==> config.mk <==
export PLATFORM = sky130hd
export DESIGN_NAME = wash_phase_timer
export DESIGN_NICKNAME = d
export VERILOG_FILES = /design/src/rtl/wash_phase_timer.sv
export SDC_FILE = /design/constraint.sdc
export NUM_CORES = 1
export LEC_CHECK = 0
export CAP_MARGIN = 15
export CORE_AREA = 2 2 79 81
export CTS_BUF_LIST = sky130_fd_sc_hd__clkbuf_4 sky130_fd_sc_hd__clkbuf_8 sky130_fd_sc_hd__clkbuf_16
export DETAILED_ROUTE_END_ITERATION = 6
export DIE_AREA = 0 0 81 83
export SETUP_SLACK_MARGIN = 0.15
export SYNTH_ARGS = -nofsm -noshare
export SYNTH_HDL_FRONTEND = slang
export SYNTH_SLANG_ARGS = --single-unit
==> constraint.sdc <==
create_clock -name clk -period 3.6 [get_ports clk]
set_input_delay 0.72 -clock clk [delete_from_list [all_inputs] [get_ports clk]]
set_output_delay 0.72 -clock clk [all_outputs]
set_load 0.05 [all_outputs]
==> src/rtl/wash_phase_timer.sv <==
// ---------------------------------------------------------------------------
// wash_phase_timer
//
// Phase timer for a washing-machine cycle controller. The controller's actuator
// outputs are decoded into the current wash phase. Each time a phase starts, or
// the controller pulses restart, the timer reloads that phase's duration and
// counts it down in prescaled ticks. When the duration runs out, the timer
// raises that phase's expiry flag and holds it until the next load. trinse marks
// the rinse pass: it is the part of the cycle between the first wash expiry and
// the spin expiry.
//
// Optional feature (compile-time macro DOOR_PAUSE_EN):
//   When the macro is defined, an open door pauses an active count. The count
//   resumes with its values intact when the door closes. When the macro is not
//   defined, door is ignored and no pause logic is built.
//
// Parameters:
//   PRESCALE     clocks per timer tick (1..65535)
//   CNT_W        width of the tick counter
//   FILL_TICKS, WASH_TICKS, DRAIN_TICKS, SPIN_TICKS   phase durations in ticks
//
// Ports:
//   clk          single clock, rising edge
//   rst          asynchronous active-high reset
//   restart      reload the timer for the current phase
//   water_fill, agitator, motor, pump, speed   controller outputs (phase decode)
//   door         door-open indication (used only with DOOR_PAUSE_EN)
//   tfill, twash, tdrain, tspin   registered phase-expired flags
//   trinse       registered rinse-pass indicator
//   busy         timer counting or paused
// ---------------------------------------------------------------------------
`timescale 1ns/1ps

module wash_phase_timer #(
   parameter int PRESCALE    = 1000,
   parameter int CNT_W       = 16,
   parameter int FILL_TICKS  = 60,
   parameter int WASH_TICKS  = 300,
   parameter int DRAIN_TICKS = 60,
   parameter int SPIN_TICKS  = 120
) (
   input  logic clk,
   input  logic rst,
   input  logic restart,
   input  logic water_fill,
   input  logic agitator,
   input  logic motor,
   input  logic pump,
   input  logic speed,
   input  logic door,
   output logic tfill,
   output logic twash,
   output logic tdrain,
   output logic tspin,
   output logic trinse,
   output logic busy
);

   typedef enum logic [2:0] {PH_NONE, PH_FILL, PH_WASH, PH_DRAIN, PH_SPIN} phase_t;
   typedef enum logic [1:0] {IDLE, COUNT, PAUSE, DONE} state_t;

   localparam logic [15:0]      PRESC_LAST = 16'(PRESCALE - 1);
   localparam logic [CNT_W-1:0] FILL_LOAD  = CNT_W'(FILL_TICKS);
   localparam logic [CNT_W-1:0] WASH_LOAD  = CNT_W'(WASH_TICKS);
   localparam logic [CNT_W-1:0] DRAIN_LOAD = CNT_W'(DRAIN_TICKS);
   localparam logic [CNT_W-1:0] SPIN_LOAD  = CNT_W'(SPIN_TICKS);

   state_t           state;
   phase_t           phase_now;
   phase_t           phase_q;
   phase_t           run_phase;
   logic [CNT_W-1:0] counter;
   logic [CNT_W-1:0] load_ticks;
   logic [15:0]      presc;
   logic             load;
   logic             tick;
   logic             expire;
   logic             run_step;

   // Decode the controller outputs into one phase. The checks go from the
   // strongest actuator combination down, because spin also drives motor and a
   // drain can overlap with leftover wash outputs.
   always_comb begin
      phase_now = PH_NONE;
      if (motor && speed)
         phase_now = PH_SPIN;
      else if (pump)
         phase_now = PH_DRAIN;
      else if (agitator && motor)
         phase_now = PH_WASH;
      else if (water_fill)
         phase_now = PH_FILL;
   end

   // Look up the duration for the phase being loaded.
   always_comb begin
      load_ticks = '0;
      case (phase_now)
         PH_FILL:  load_ticks = FILL_LOAD;
         PH_WASH:  load_ticks = WASH_LOAD;
         PH_DRAIN: load_ticks = DRAIN_LOAD;
         PH_SPIN:  load_ticks = SPIN_LOAD;
         default:  load_ticks = '0;
      endcase
   end

   assign load = restart || (phase_now != phase_q);
   assign tick = (presc == PRESC_LAST);

   // A zero counter means a zero-length phase, which expires on the first
   // counting clock. Otherwise the phase expires on the tick that would take
   // the counter from 1 to 0, so the counter never needs to go below zero.
   assign expire = (counter == '0) || (tick && (counter == CNT_W'(1)));

`ifdef DOOR_PAUSE_EN
   // Counting advances only while the door is closed. A paused count resumes
   // on the same edge that sees the door closed, so the pause costs exactly
   // as many clocks as the door was open.
   assign run_step = ((state == COUNT) || (state == PAUSE)) && !door;
   assign busy     = (state == COUNT) || (state == PAUSE);
`else
   logic door_unused;
   assign door_unused = door;
   assign run_step    = (state == COUNT);
   assign busy        = (state == COUNT);
`endif

   // Main timer FSM. A load event takes priority over everything else, which
   // also discards any tick that lands on the same edge. The expiry flags and
   // trinse are updated here so that they are registered outputs.
   always_ff @(posedge clk or posedge rst) begin
      if (rst) begin
         state     <= IDLE;
         counter   <= '0;
         presc     <= '0;
         phase_q   <= PH_NONE;
         run_phase <= PH_NONE;
         tfill     <= 1'b0;
         twash     <= 1'b0;
         tdrain    <= 1'b0;
         tspin     <= 1'b0;
         trinse    <= 1'b0;
      end else begin
         phase_q <= phase_now;
         if (load) begin
            tfill  <= 1'b0;
            twash  <= 1'b0;
            tdrain <= 1'b0;
            tspin  <= 1'b0;
            presc  <= '0;
            if (phase_now != PH_NONE) begin
               counter   <= load_ticks;
               run_phase <= phase_now;
               state     <= COUNT;
            end else begin
               counter   <= '0;
               run_phase <= PH_NONE;
               state     <= IDLE;
            end
         end else if (run_step) begin
            if (expire) begin
               state   <= DONE;
               counter <= '0;
               presc   <= '0;
               case (run_phase)
                  PH_FILL:  tfill <= 1'b1;
                  PH_WASH: begin
                     twash  <= 1'b1;
                     trinse <= 1'b1;
                  end
                  PH_DRAIN: tdrain <= 1'b1;
                  PH_SPIN: begin
                     tspin  <= 1'b1;
                     trinse <= 1'b0;
                  end
                  default: ;
               endcase
            end else begin
               state <= COUNT;
               if (tick) begin
                  presc   <= '0;
                  counter <= counter - CNT_W'(1);
               end else begin
                  presc <= presc + 16'd1;
               end
            end
         end
`ifdef DOOR_PAUSE_EN
         else if (state == COUNT) begin
            state <= PAUSE;
         end
`endif
      end
   end

endmodule

==> run summary, run 1 <==
* **number of cells in the design after placement** 373
* **Synth area leader** dfrtp_1
* **portion of synthesized cell area occupied by the leading cell type** 43.5%
* **Final Max Tran Viols** 0
* **# clock sinks** 45
* **Initial DRT Pass Iterations** 5
* **core region area** 5820 um2
* **post-synth net total** 301
* **proportion of layout cells with a drive suffix above 1** 9.48%
* **Cell Count, Final, Fillers Out** 381
* **fraction of registers with async set or reset after synthesis** 100%
* **iteration-0 DRC count of the detailed router** 139
* **I/O pin count** 15
* **delay of the slowest cell on the worst path** 0.52 ns
* **cell seen most often among critical-path stages** buf_4
* **Post-DP Area** 2820 um2
* **cells traversed along the worst timing path** clkdlybuf4s50_1 -> nand2_1 -> inv_2 -> or4_1 -> nand3_1 -> buf_4 -> a211oi_1 -> buf_4 -> a32o_1 -> a22o_1
* **count of inserted antenna diode cells** 0
* **final cell area excluding filler cells** 2960 um2
* **beginning of the worst register-to-register path** presc[10]
* **post-synthesis sequential element count** 45
* **hold wc startpoint** counter[15]
* **final count of negative-setup-slack endpoints** 0
* **required time of the critical path** 3.79 ns
* **average wire per standard cell** 15.6 um
* **peak clock frequency supported by timing** 340 MHz
* **port buffer count** 13
* **number of nets at the end of the flow** 318
* **max capacitance violation total** 0
* **startpoint kind of the worst setup timing path** input port
* **number of hold violations in the final report** 0
* **sum of buffers and inverters on the critical path** 4
* **insertion delay to the later sink of the worst-skew pair** 0.30 ns
* **number of enable-type register cells in the synthesized netlist** 0
* **power per standard cell area** 382 nW/um2
* **number of cells produced by synthesis** 288
* **dominant register cell in the synthesized netlist** dfrtp_1
* **worst endpoint data arrival time** 3.13 ns
* **initial cell density of the core** 44.5%
* **most common cell in the synthesized netlist** dfrtp_1
* **Detail Placement HPWL** 4.16 mm
* **count of cell types in the netlist** 53
* **global-route wire length before repair** 10.4 mm
* **largest fanout on the critical path** 10
* **total number of vias** 2254
* **Rel. slew slack** 36.7%
* **leakage power** 1.18 nW
* **sequential share of the synthesized area** 43.5%
* **worst clock skew** 0.00798 ns
* **num rows** 28
* **residual antenna-violating net count after detailed routing** 0
* **Worst Max-Slew Pin Slew** 0.948 ns
* **Chip Width** 81 um
* **post-layout minimum cycle time** 2.94 ns
* **number of warnings reported in the yosys synthesis log** 0
* **cell class contributing the biggest share of worst-path delay** buffers and inverters
* **total negative slack for setup checks** 0 ns
* **pin count of the biggest net entering global routing** 46
* **RePlAce Congestion** 0.844
* **remaining global-route overflow** 0
* **result of the run** finished clean
* **worst min-delay path class** reg2reg
* **Vias/cell** 5.92
* **setup repair after global routing missed its margin** no
* **post-CTS resize count** 0
* **master of the slowest instance on the critical path** or4_1
* **Vert. Die Dim** 83 um
* **post-CTS setup-driven buffer insertion count** 0
* **largest cells by area after synthesis** dfrtp_1 (43%), nand2_1 (4.5%), nor2_1 (4.2%)
* **most numerous cell types in the synthesized netlist** dfrtp_1 (45), nand2_1 (31), nor2_1 (29), nand3_1 (19), o21ai_0 (18)
* **die outline area** 6720 um2
* **area growth from synthesis to final layout** 14.2%
* **count of H-tree levels built during CTS** 2
* **maximum buffer depth of the clock tree** 2
* **initial antenna violation count** 0
* **root cell of the clock tree** clkbuf_8
* **cell area after synthesis** 2590 um2
* **CTS tree** yes
* **via count of the first global-routing pass** 2147
* **syn avg cell area** 8.99 um2
* **Max VDD drop** 210 uV
* **total track usage** 19.2%
* **post-layout total power** 1.13 mW
* **final worst-path cycle share** 81.6%
* **worst setup path class** in2reg
* **Num CTS Buffers** 5
* **quantity of hold-fixing buffers added after cts** 0
* **overall routed net length** 5.95 mm
* **CP startpoint** motor
* **type of destination of the critical path** flop
* **DRC Markers** 0
* **clock-pin transition on the worst setup and hold timing paths** 0.09 ns
[stage by stage]
stage	util, %	worst slack, ns	hold WS (ns)
floorplan	-	1.13	0.451
global placement	48.5	0.365	0.468
detailed placement	48.5	0.347	0.475
CTS	50.8	0.657	0.495
global route	50.8	0.344	0.512
finish	50.8	0.662	0.497
[metal layers]
metal,track usage (%),part of all wire (%)
met1,28.3,48
met2,29.4,47
met4,4.93,1.6
met5,0,0
met3,3.04,3.2
[logic make-up (layout without fill, tap and decap cells)]
logic type | Yosys count | after routing | share of synthesized area [%]
flops | 45 | 45 | 43.5
xor+xnor | 7 | 7 | 2.37
compound gates | 74 | 74 | 20.0
simple gates | 136 | 136 | 28.5
mux | 2 | 2 | 0.821
fa+ha+maj | 4 | 4 | 1.93
buf+inv | 20 | 38 | 3.00
[power by group]
group          internal (mW)  leakage (nW)  total [mW]  switching, mW
Combinational         0.0450         0.515       0.131         0.0860
Clock                  0.276        0.0681       0.462          0.186
Sequential             0.521         0.598       0.537         0.0166
Total                  0.841          1.18        1.13          0.289
[path summary, 6_finish.rpt]
| kind | slack (ns) | end | cells past startpoint |
|---|---|---|---|
| worst max-delay path | 0.66 | counter[6] | 10 |
| worst min register to register | 0.50 | counter[15] | 1 |
| max in group asynchronous | 2.06 | counter[7] | 2 |
| worst min-delay path | 0.50 | counter[15] | 1 |
| worst max register to register | 0.94 | counter[7] | 6 |
| min in group asynchronous | 0.94 | tspin | 2 |
[registers in the layout, summed over array words and instances (netlist names)]
name and flops:
trinse 1, state 2, run_phase 3, twash 1
phase_q 3, tdrain 1, counter 16, presc 16
tfill 1, tspin 1
[cells in the final DEF, fill, tap and decap left out, types with 3 or more instances in the layout]
cell	instances
dfrtp_1	45
nand2_1	31
nor2_1	29
nand3_1	19
o21ai_0	18
a21oi_1	17
clkdlybuf4s50_1	13
inv_1	9
nor3_1	8
or3_1	7
or4_1	7
o31ai_1	7
and3_1	7
xor2_1	7
a31oi_1	7
o211ai_1	6
buf_4	6
clkbuf_8	5
nand4_1	4
ha_1	4
and2_1	3
nand3b_1	3
o311ai_0	3
a41oi_1	3
[area by class of cell]
cell class	count	area [um2]
fillers	590	2860
multi-input cells	223	1390
flip-flops and latches	45	1130
clock buffers	5	68.8
clock inverters	3	65.1
repair buffers	19	175
inverters	11	41.3
well taps	75	93.8
Power figures use the tool's default switching activity.
==> run 2: changes to the inputs <==
==> constraint.sdc (replaced) <==
create_clock -name clk -period 3 [get_ports clk]
set_input_delay 0.6 -clock clk [delete_from_list [all_inputs] [get_ports clk]]
set_output_delay 0.6 -clock clk [all_outputs]
set_load 0.05 [all_outputs]
==> run summary, run 2 (synthesized netlist as in run 1, its figures left out) <==
* **CTS tree** yes
* **Final Max Tran Viols** 0, unchanged
* **beginning of the worst register-to-register path** presc[10]
* **depth of the worst register-to-register path** 7, +1
* **number of cells on the worst hold path** 2, +1
* **root cell of the clock tree** clkbuf_8
* **largest fanout on the critical path** 10, unchanged
* **average wire per standard cell** 15.6 um, -0.11%
* **worst endpoint data arrival time** 2.84 ns, -0.29 ns
* **total negative slack for setup checks** 0 ns, unchanged
* **type of destination of the critical path** flop
* **global-route wire length before repair** 10.6 mm, +1.4%
* **register area** 1130 um2, unchanged
* **most frequent cells in the layout** dfrtp_1 (45), nand2_1 (31), nor2_1 (28), nand3_1 (19)
* **post-CTS setup-driven buffer insertion count** 0, unchanged
* **registers with the highest flip-flop counts** counter (16), presc (16)
* **post-layout minimum cycle time** 2.66 ns
* **area growth from synthesis to final layout** 18.2%
* **overall routed net length** 6.15 mm, +3.3%
* **worst clock skew** 0.00837 ns, +0.000390 ns
* **total number of vias** 2277, +1.0%
* **number of hold violations in the final report** 0, unchanged
* **worst slack, placed** 0.0366 ns, -0.310 ns
* **remaining global-route overflow** 0, unchanged
* **multi-input gate area in the final layout** 1390 um2, +0.54%
* **clock-pin transition on the worst setup and hold timing paths** 0.09 ns, about the same
* **pin count of the biggest net entering global routing** 46, unchanged
* **total track usage** 19.6%, +0.38 points
* **Rel. slew slack** 62.6%, +26 points
* **initial antenna violation count** 0, unchanged
* **die outline area** 6720 um2, unchanged
* **startpoint kind of the worst setup timing path** input port
* **leakage power** 1.24 nW, +4.8%
* **count of H-tree levels built during CTS** 2, unchanged
* **worst min-delay path class** reg2reg
* **core region area** 5820 um2, unchanged
* **Num CTS Buffers** 5, unchanged
* **count of inserted antenna diode cells** 0, unchanged
* **required time of the critical path** 3.18 ns, -0.61 ns
* **peak clock frequency supported by timing** 376 MHz
* **insertion delay to the later sink of the worst-skew pair** 0.30 ns, about the same
* **Vias/cell** 5.78, -2.3%
* **Chip Width** 81 um, unchanged
* **I/O pin count** 15, unchanged
* **Reg2Reg Setup Slack** 0.46 ns, -0.48 ns
* **Worst Setup Slack, final** 0.340 ns, -0.322 ns
* **result of the run** finished clean
* **Worst Max-Slew Pin Slew** 0.557 ns, -0.391 ns
* **max capacitance violation total** 0, unchanged
* **total of fill cells in the finished design** 571, -3.2%
* **worst-case hold path end point** state[1]
* **DRC Markers** 0, unchanged
* **hold wc startpoint** state[1]
* **Cell Count, Final, Fillers Out** 394, +3.4%
* **power per standard cell area** 426 nW/um2, +11%
* **# clock sinks** 45, unchanged
* **maximum buffer depth of the clock tree** 2, unchanged
* **worst setup path class** in2reg
* **final count of negative-setup-slack endpoints** 0, unchanged
* **via count of the first global-routing pass** 2190, +2.0%
* **port buffer count** 13, unchanged
* **number of nets at the end of the flow** 331, +4.1%
* **initial cell density of the core** 44.5%, unchanged
* **number of cells in the design after placement** 386, +3.5%
* **Initial DRT Pass Iterations** 4, -1
* **proportion of layout cells with a drive suffix above 1** 13.8%, +4.3 points
* **final cell area excluding filler cells** 3060 um2, +3.5%
* **utilization after layout** 52.6%, +1.8 points
* **Vert. Die Dim** 83 um, unchanged
* **final worst-path cycle share** 88.7%
* **Max VDD drop** 284 uV, +35%
* **residual antenna-violating net count after detailed routing** 0, unchanged
* **most common cell after layout, fill and taps aside** dfrtp_1
* **Detail Placement HPWL** 4.45 mm, +7.1%
* **iteration-0 DRC count of the detailed router** 132, -5.0%
* **endpoint of the most critical register-to-register path** counter[6]
* **RePlAce Congestion** 0.855, +1.4%
* **setup repair after global routing missed its margin** no
* **num rows** 28, unchanged
* **Post-DP Area** 2930 um2, +3.9%
-- run 2: area by class of cell --
type	count	area share (%)
clock buffer	6	2.70
clock inverter	2	1.23
inverter	11	1.35
multi-input combinational	223	45.5
sequential	45	36.8
tap	75	3.07
timing repair buffer	32	9.32
-- run 2: where the power goes --
part	leakage, nW	switching (mW)	internal (mW)
registers	0.598	0.0205	0.625
logic	0.583	0.107	0.0665
clock network	0.0574	0.212	0.271
-- run 2: how the worst max path moves through the flow --
stage / endpoint / depth (start not counted) / slack, ns / from
2_1_floorplan: presc[15] / 8 / 0.65 / motor
3_3_place_gp: presc[11] / 8 / 0.07 / motor
3_5_place_dp: presc[9] / 8 / 0.04 / motor
4_1_cts: busy / 3 / 0.33 / state[1]
5_1_grt: counter[2] / 9 / 0.18 / motor
6_report: counter[6] / 10 / 0.34 / motor
-- run 2: through the flow --
| step | hold slack (ns) | power, mW |
|---|---|---|
| after floorplan | 0.451 | 0.759 |
| after global placement | 0.469 | 0.827 |
| after global routing | 0.527 | 1.37 |
| after CTS | 0.497 | 1.32 |
| final | 0.492 | 1.30 |
| after detailed placement | 0.474 | 0.829 |
-- run 2: repair_timing --
| item | 4_1_cts | 5_1_grt |
|---|---|---|
| hold buffers | 0 | 0 |
| gates resized for setup | 0 | 3 |
| setup endpoints to repair | 0 | 6 |
-- run 2: per-layer routing --
layer,GRT usage (%),wire [um],vias up
met1,27.9,3020,1102
li1,-,-,1134
met5,0,0,-
met2,31.7,2960,37
met4,4.16,42,0
met3,2.72,126,4
-- run 2: critical path, cell delays in order --
cell	delay, ns
clkdlybuf4s50_1	0.48
nand2_1	0.14
inv_2	0.08
or4_1	0.52
nand3_1	0.17
buf_4	0.19
a211oi_1	0.06
buf_4	0.18
a32o_1	0.25
a22o_1	0.17
==> patch 1, RTL diff (flow settings as in run 2) <==
Add a define of `DOOR_PAUSE_EN`.
--- a/src/rtl/wash_phase_timer.sv
+++ b/src/rtl/wash_phase_timer.sv
@@ -31,4 +31,6 @@
 // ---------------------------------------------------------------------------
 `timescale 1ns/1ps
+
+`define DOOR_PAUSE_EN
 
 module wash_phase_timer #(
Behaviour: same outputs for any inputs over 10 cycles, from zero or initial values and one cycle with rst high; that may be too few to reach the edited logic, so the function may still have changed.
==> patch 1 against run 2 <==
- clock skew barely moved
- routed wire length fell by 8.6%
- highest routed layer unchanged
- sequential cell count did not move
- power fell by 7.3%
- worst setup slack got worse by 12 ps
- sequential share of layout area rose by 1.3 points
- cell area fell by 3.4%
- synthesized area fell by 2.4%
- die area did not move
==> patch 1: results (changes against run 2) <==
Finish
  – Non-filler cells, final: 367 (-6.9%)
  – NumNets Final: 305 (-7.9%)

GRT
  – Grt met2 use: 28.40% (-3.3 points)
  – Total track usage: 18.62% (-0.98 points)
  – First-pass GRT wire length: 9.873 mm (-6.5%)
  – Largest net degree at the start of global routing: 25 (-46%)
  – M3 GR Usage: 3.587% (+0.87 points)

Pwr
  – Internal power: 861.3 uW (-10%)
  – Leak pwr: 0.001172 uW (-5.3%)

Critical path
  – Worst path depth: 8 (-2)
  – Maximum net fanout on the critical path: 24 (+14)
  – R2R Path End: counter[4]
  – CP top delay family: simple AND/OR/NAND/NOR gates
  – Worst EP arrival: 2880 ps (+40 ps)
  – Worst setup endpoint: counter[13]

STA
  – Min cycle time layout: 2672 ps (+12.33 ps)
  – Worst Clk Skew: 8.302 ps (-0.06578 ps)
  – Rel. slew slack: 47.97% (-15 points)
  – Worst hold margin: 504.4 ps (+11.93 ps)

Place
  – Dpl cells: 359 (-7.0%)
  – Port bufs: 14 (+1)
  – Routability Congestion: 0.8224 (-3.9%)
  – Placed cell areas: 2860 um2 (-2.5%)
  – Dpl hpwl: 4.072 mm (-8.5%)

Synth
  – Distinct cell type count after synthesis: 58 (+9.4%)
  – Synth top cells by count: dfrtp_1 (45), nor2_1 (30), nand2_1 (20), a21oi_1 (14), xnor2_1 (12)
  – Multiplexer share of the synthesized area: 0.8906% (+0.069 points)
  – Adder-cell share of the synthesized area: 2.474% (+0.54 points)
  – Syn Area/Cell: 9.578 um2 (+6.5%)
  – Synth Net Count: 278 (-7.6%)
  – Register area share after synthesis: 44.53% (+1.1 points)
  – Synth top area cells: dfrtp_1 (45%), nor2_1 (4.5%), xnor2_1 (4.2%)
  – XOR/XNOR Fraction of Synth Area: 4.849% (+2.5 points)

Clock network
  – H-tree depth: 2 (unchanged)

Routing
  – Vias per Instance: 5.728 (-0.89%)
  – Wl on met1: 2.600 mm (-14%)
  – DR WL met3: 213 um (+69%)
  – First DRT Iteration DRCs: 167 (+27%)

Min path
  – Hold Path Stages: 1 (-1)
  – Worst Hold Launch: tfill

Run status
  – Outcome: completed
[patch 1: cell count changes in the layout (fill, tap and decap cells not counted), sizes merged, moves of 4 or more]
cell / before / now
and3: 8 / 2
nand2: 31 / 20
nand3: 19 / 9
nand4: 4 / 8
nor4: 3 / 7
o211ai: 6 / 1
o21a: 0 / 4
o21ai: 18 / 13
o31ai: 7 / 3
or3: 9 / 0
xnor2: 0 / 12
xor2: 7 / 2
[patch 1: power groups by stage]
stage	clock network, uW	logic [uW]	registers, uW
after floorplan	0	105	650
after global placement	0	170	655
after detailed placement	0	170	655
after CTS	412	171	643
after global routing	436	189	647
final	394	169	644
[patch 1: final cells by class]
class	instances	area (um2)
clock buffer	5	68.82
clock inverter	3	25.02
fill	567	2858
inverter	10	37.54
multi-input combinational	198	1314
sequential	45	1126
tap	75	93.84
timing repair buffer	31	292.8
[patch 1: cell families after synthesis]
family,count (synthesis)
simple gates,106
compound gates,71
flops,45
buf+inv,21
xor+xnor,14
fa+ha+maj,5
mux,2
==> patch 2, RTL diff (settings of run 2) <==
Made on the original files. Encoding of `phase_t`: now one-hot (5 bits for 5 values).
--- a/src/rtl/wash_phase_timer.sv
+++ b/src/rtl/wash_phase_timer.sv
@@ -57,5 +57,5 @@
 );
 
-   typedef enum logic [2:0] {PH_NONE, PH_FILL, PH_WASH, PH_DRAIN, PH_SPIN} phase_t;
+   typedef enum logic [4:0] {PH_NONE = 5'b00001, PH_FILL = 5'b00010, PH_WASH = 5'b00100, PH_DRAIN = 5'b01000, PH_SPIN = 5'b10000} phase_t;
    typedef enum logic [1:0] {IDLE, COUNT, PAUSE, DONE} state_t;
 
Formal check against the unedited RTL: no difference found for any inputs over 10 cycles, from zero or initial values and one cycle with rst high; not proved beyond that.
==> patch 2 against run 2 <==
- synthesized area is 5.7% higher
- cell area is 3.4% higher
- first-iteration DRC count is 39% higher
- routed wire length is 7.1% higher
- non-clock buffer count is 6 lower
- worst setup slack better by 71 ps
- sequential cell count is 4 higher
- power is 8.0% higher
- highest routed layer unchanged
==> patch 2: results (changes against run 2) <==
Run status
  – Outcome: completed

Critical path
  – Maximum net fanout on the critical path: 8 (-2)
  – CP top delay family: simple AND/OR/NAND/NOR gates
  – Slowest stage delay, CP: 580 ps (+60 ps)
  – Worst EP arrival: 2820 ps (-20 ps)
  – CP max-delay cell: clkdlybuf4s50_1

Synth
  – Distinct cell type count after synthesis: 59 (+11%)
  – FFs w/ async S/R, synth: 100.0% (unchanged)
  – Synth Net Count: 317 (+5.3%)
  – Synth top area cells: dfrtp_1 (43%), nor2_1 (4.5%), o21ai_0 (4.0%)
  – Register area share after synthesis: 44.88% (+1.4 points)
  – Synth warn: 0 (unchanged)
  – Main synth FF type: dfrtp_1
  – Synth top cells by count: dfrtp_1 (47), nor2_1 (33), nand2_1 (24), o21ai_0 (22), a21oi_1 (16)

Finish
  – Share of cells above drive strength 1: 11.04% (-2.8 points)
  – Top Registers: counter x16, presc x16
  – NumNets Final: 337 (+1.8%)
  – ANT cells: 0 (unchanged)

Clock network
  – Clk_lat worst skew: 300 ps (about the same)
  – Clock tree buffer depth: 2 (unchanged)
  – H-tree depth: 2 (unchanged)
  – Root buf cell: clkbuf_8
  – CTS buffer count: 5 (unchanged)
  – Postcts setup bufs: 0 (unchanged)
  – Post-CTS sizing: 0 (unchanged)
  – Worst-path clk slew: 100 ps

Routing
  – Pre-Repair DR Iteration Count: 4 (unchanged)
  – Routed len/inst: 16.41 um (+5.2%)
  – Vias per Instance: 5.940 (+2.8%)
  – First DRT Iteration DRCs: 184 (+39%)

Pwr
  – Worst vdd ir: 246.6 uV (-13%)
  – Leak pwr: 0.001268 uW (+2.5%)

GRT
  – Vias in the first global route: 2318 (+5.8%)
  – Antenna violations before repair: 0 (unchanged)
  – First-pass GRT wire length: 11.30 mm (+7.0%)
  – Total track usage: 21.25% (+1.6 points)
  – Largest net degree at the start of global routing: 26 (-43%)

STA
  – Rel. slew slack: 54.50% (-8.1 points)
  – Worst Clk Skew: 8.570 ps (+0.2025 ps)
  – Number of setup violations in the final report: 0 (unchanged)

Place
  – Port bufs: 13 (unchanged)
  – Pre-CTS setup slack: 44.56 ps (+7.998 ps)
  – Routability Congestion: 0.9448 (+10%)
  – Dpl hpwl: 4.678 mm (+5.1%)

Run
  – Max-cap violations: 0 (unchanged)

Min path
  – Worst min path class: reg -> reg
[patch 2: changes by cell type in the layout (fill, tap and decap cells not counted), sizes merged, moves of 3 or more]
cell | before | now
a22oi | 0 | 3
a31oi | 7 | 2
and3 | 8 | 2
buf | 19 | 13
inv | 11 | 14
nand2 | 31 | 24
nand3 | 19 | 6
nand4 | 4 | 10
nor2 | 30 | 33
nor4b | 0 | 3
o21a | 0 | 4
o21ai | 18 | 23
or2 | 0 | 6
[patch 2: logic make-up after synthesis]
| group | after synthesis | synth area share (%) |
|---|---|---|
| AND/OR/NAND/NOR | 132 | 26.42 |
| AO/OA/AOI/OAI | 86 | 21.07 |
| flip-flops | 49 | 44.88 |
| buffers and inverters | 28 | 4.022 |
| XOR/XNOR | 7 | 2.240 |
| adder cells (fa/ha/maj) | 3 | 1.371 |
[patch 2: power by group]
part           switching (uW)  leakage (uW)  internal [uW]
combinational            91.4      0.000550           56.5
sequential               21.3      0.000650            680
clock                     227     0.0000681            331
total                     340       0.00127           1070
[patch 2: final timing paths]
path | from | to | slack, ps | depth (start not counted)
worst min-delay path | run_phase[0] | run_phase[0] | 470 | 2
min in group asynchronous | rst | tfill | 670 | 2
worst max-delay path | motor | presc[15] | 410 | 8
worst max register to register | counter[4] | tfill | 450 | 6
worst min register to register | run_phase[0] | run_phase[0] | 470 | 2
max in group asynchronous | rst | presc[4] | 1810 | 3
[patch 2: layout make-up]
cell class	instances	area, um2
timing repair buffer	26	240.2
clock buffer	5	68.82
clock inverter	3	65.06
tap	75	93.84
sequential	49	1229
inverter	15	56.30
fill	572	2651
multi-input combinational	228	1411
[patch 2: metrics by stage]
step	cell area, um2	instances	utilization [%]	hold WS, ps	total power [uW]
final	3164	401	54.41	468.9	1407
after global routing	3164	401	54.41	506.7	1462
after CTS	3152	401	54.20	471.4	1424
after detailed placement	3018	393	51.89	455.9	860.6
after global placement	3018	393	51.89	454.8	859.2
after floorplan	2738	305	-	443.6	803.3
[patch 2: layer usage]
metal	vias up	GRT usage [%]	part of all wire, %
li1	1181	-	-
met1	1143	29.40	48
met2	48	34.03	47
met3	10	3.587	4.0
met4	0	6.009	1.7
met5	-	0	0
[patch 2: tightest hold or removal path: cells and delay by family, from the launching register on]
kind | cells | cell delay (ps)
simple gates | 2 | 100
flops | 1 | 380
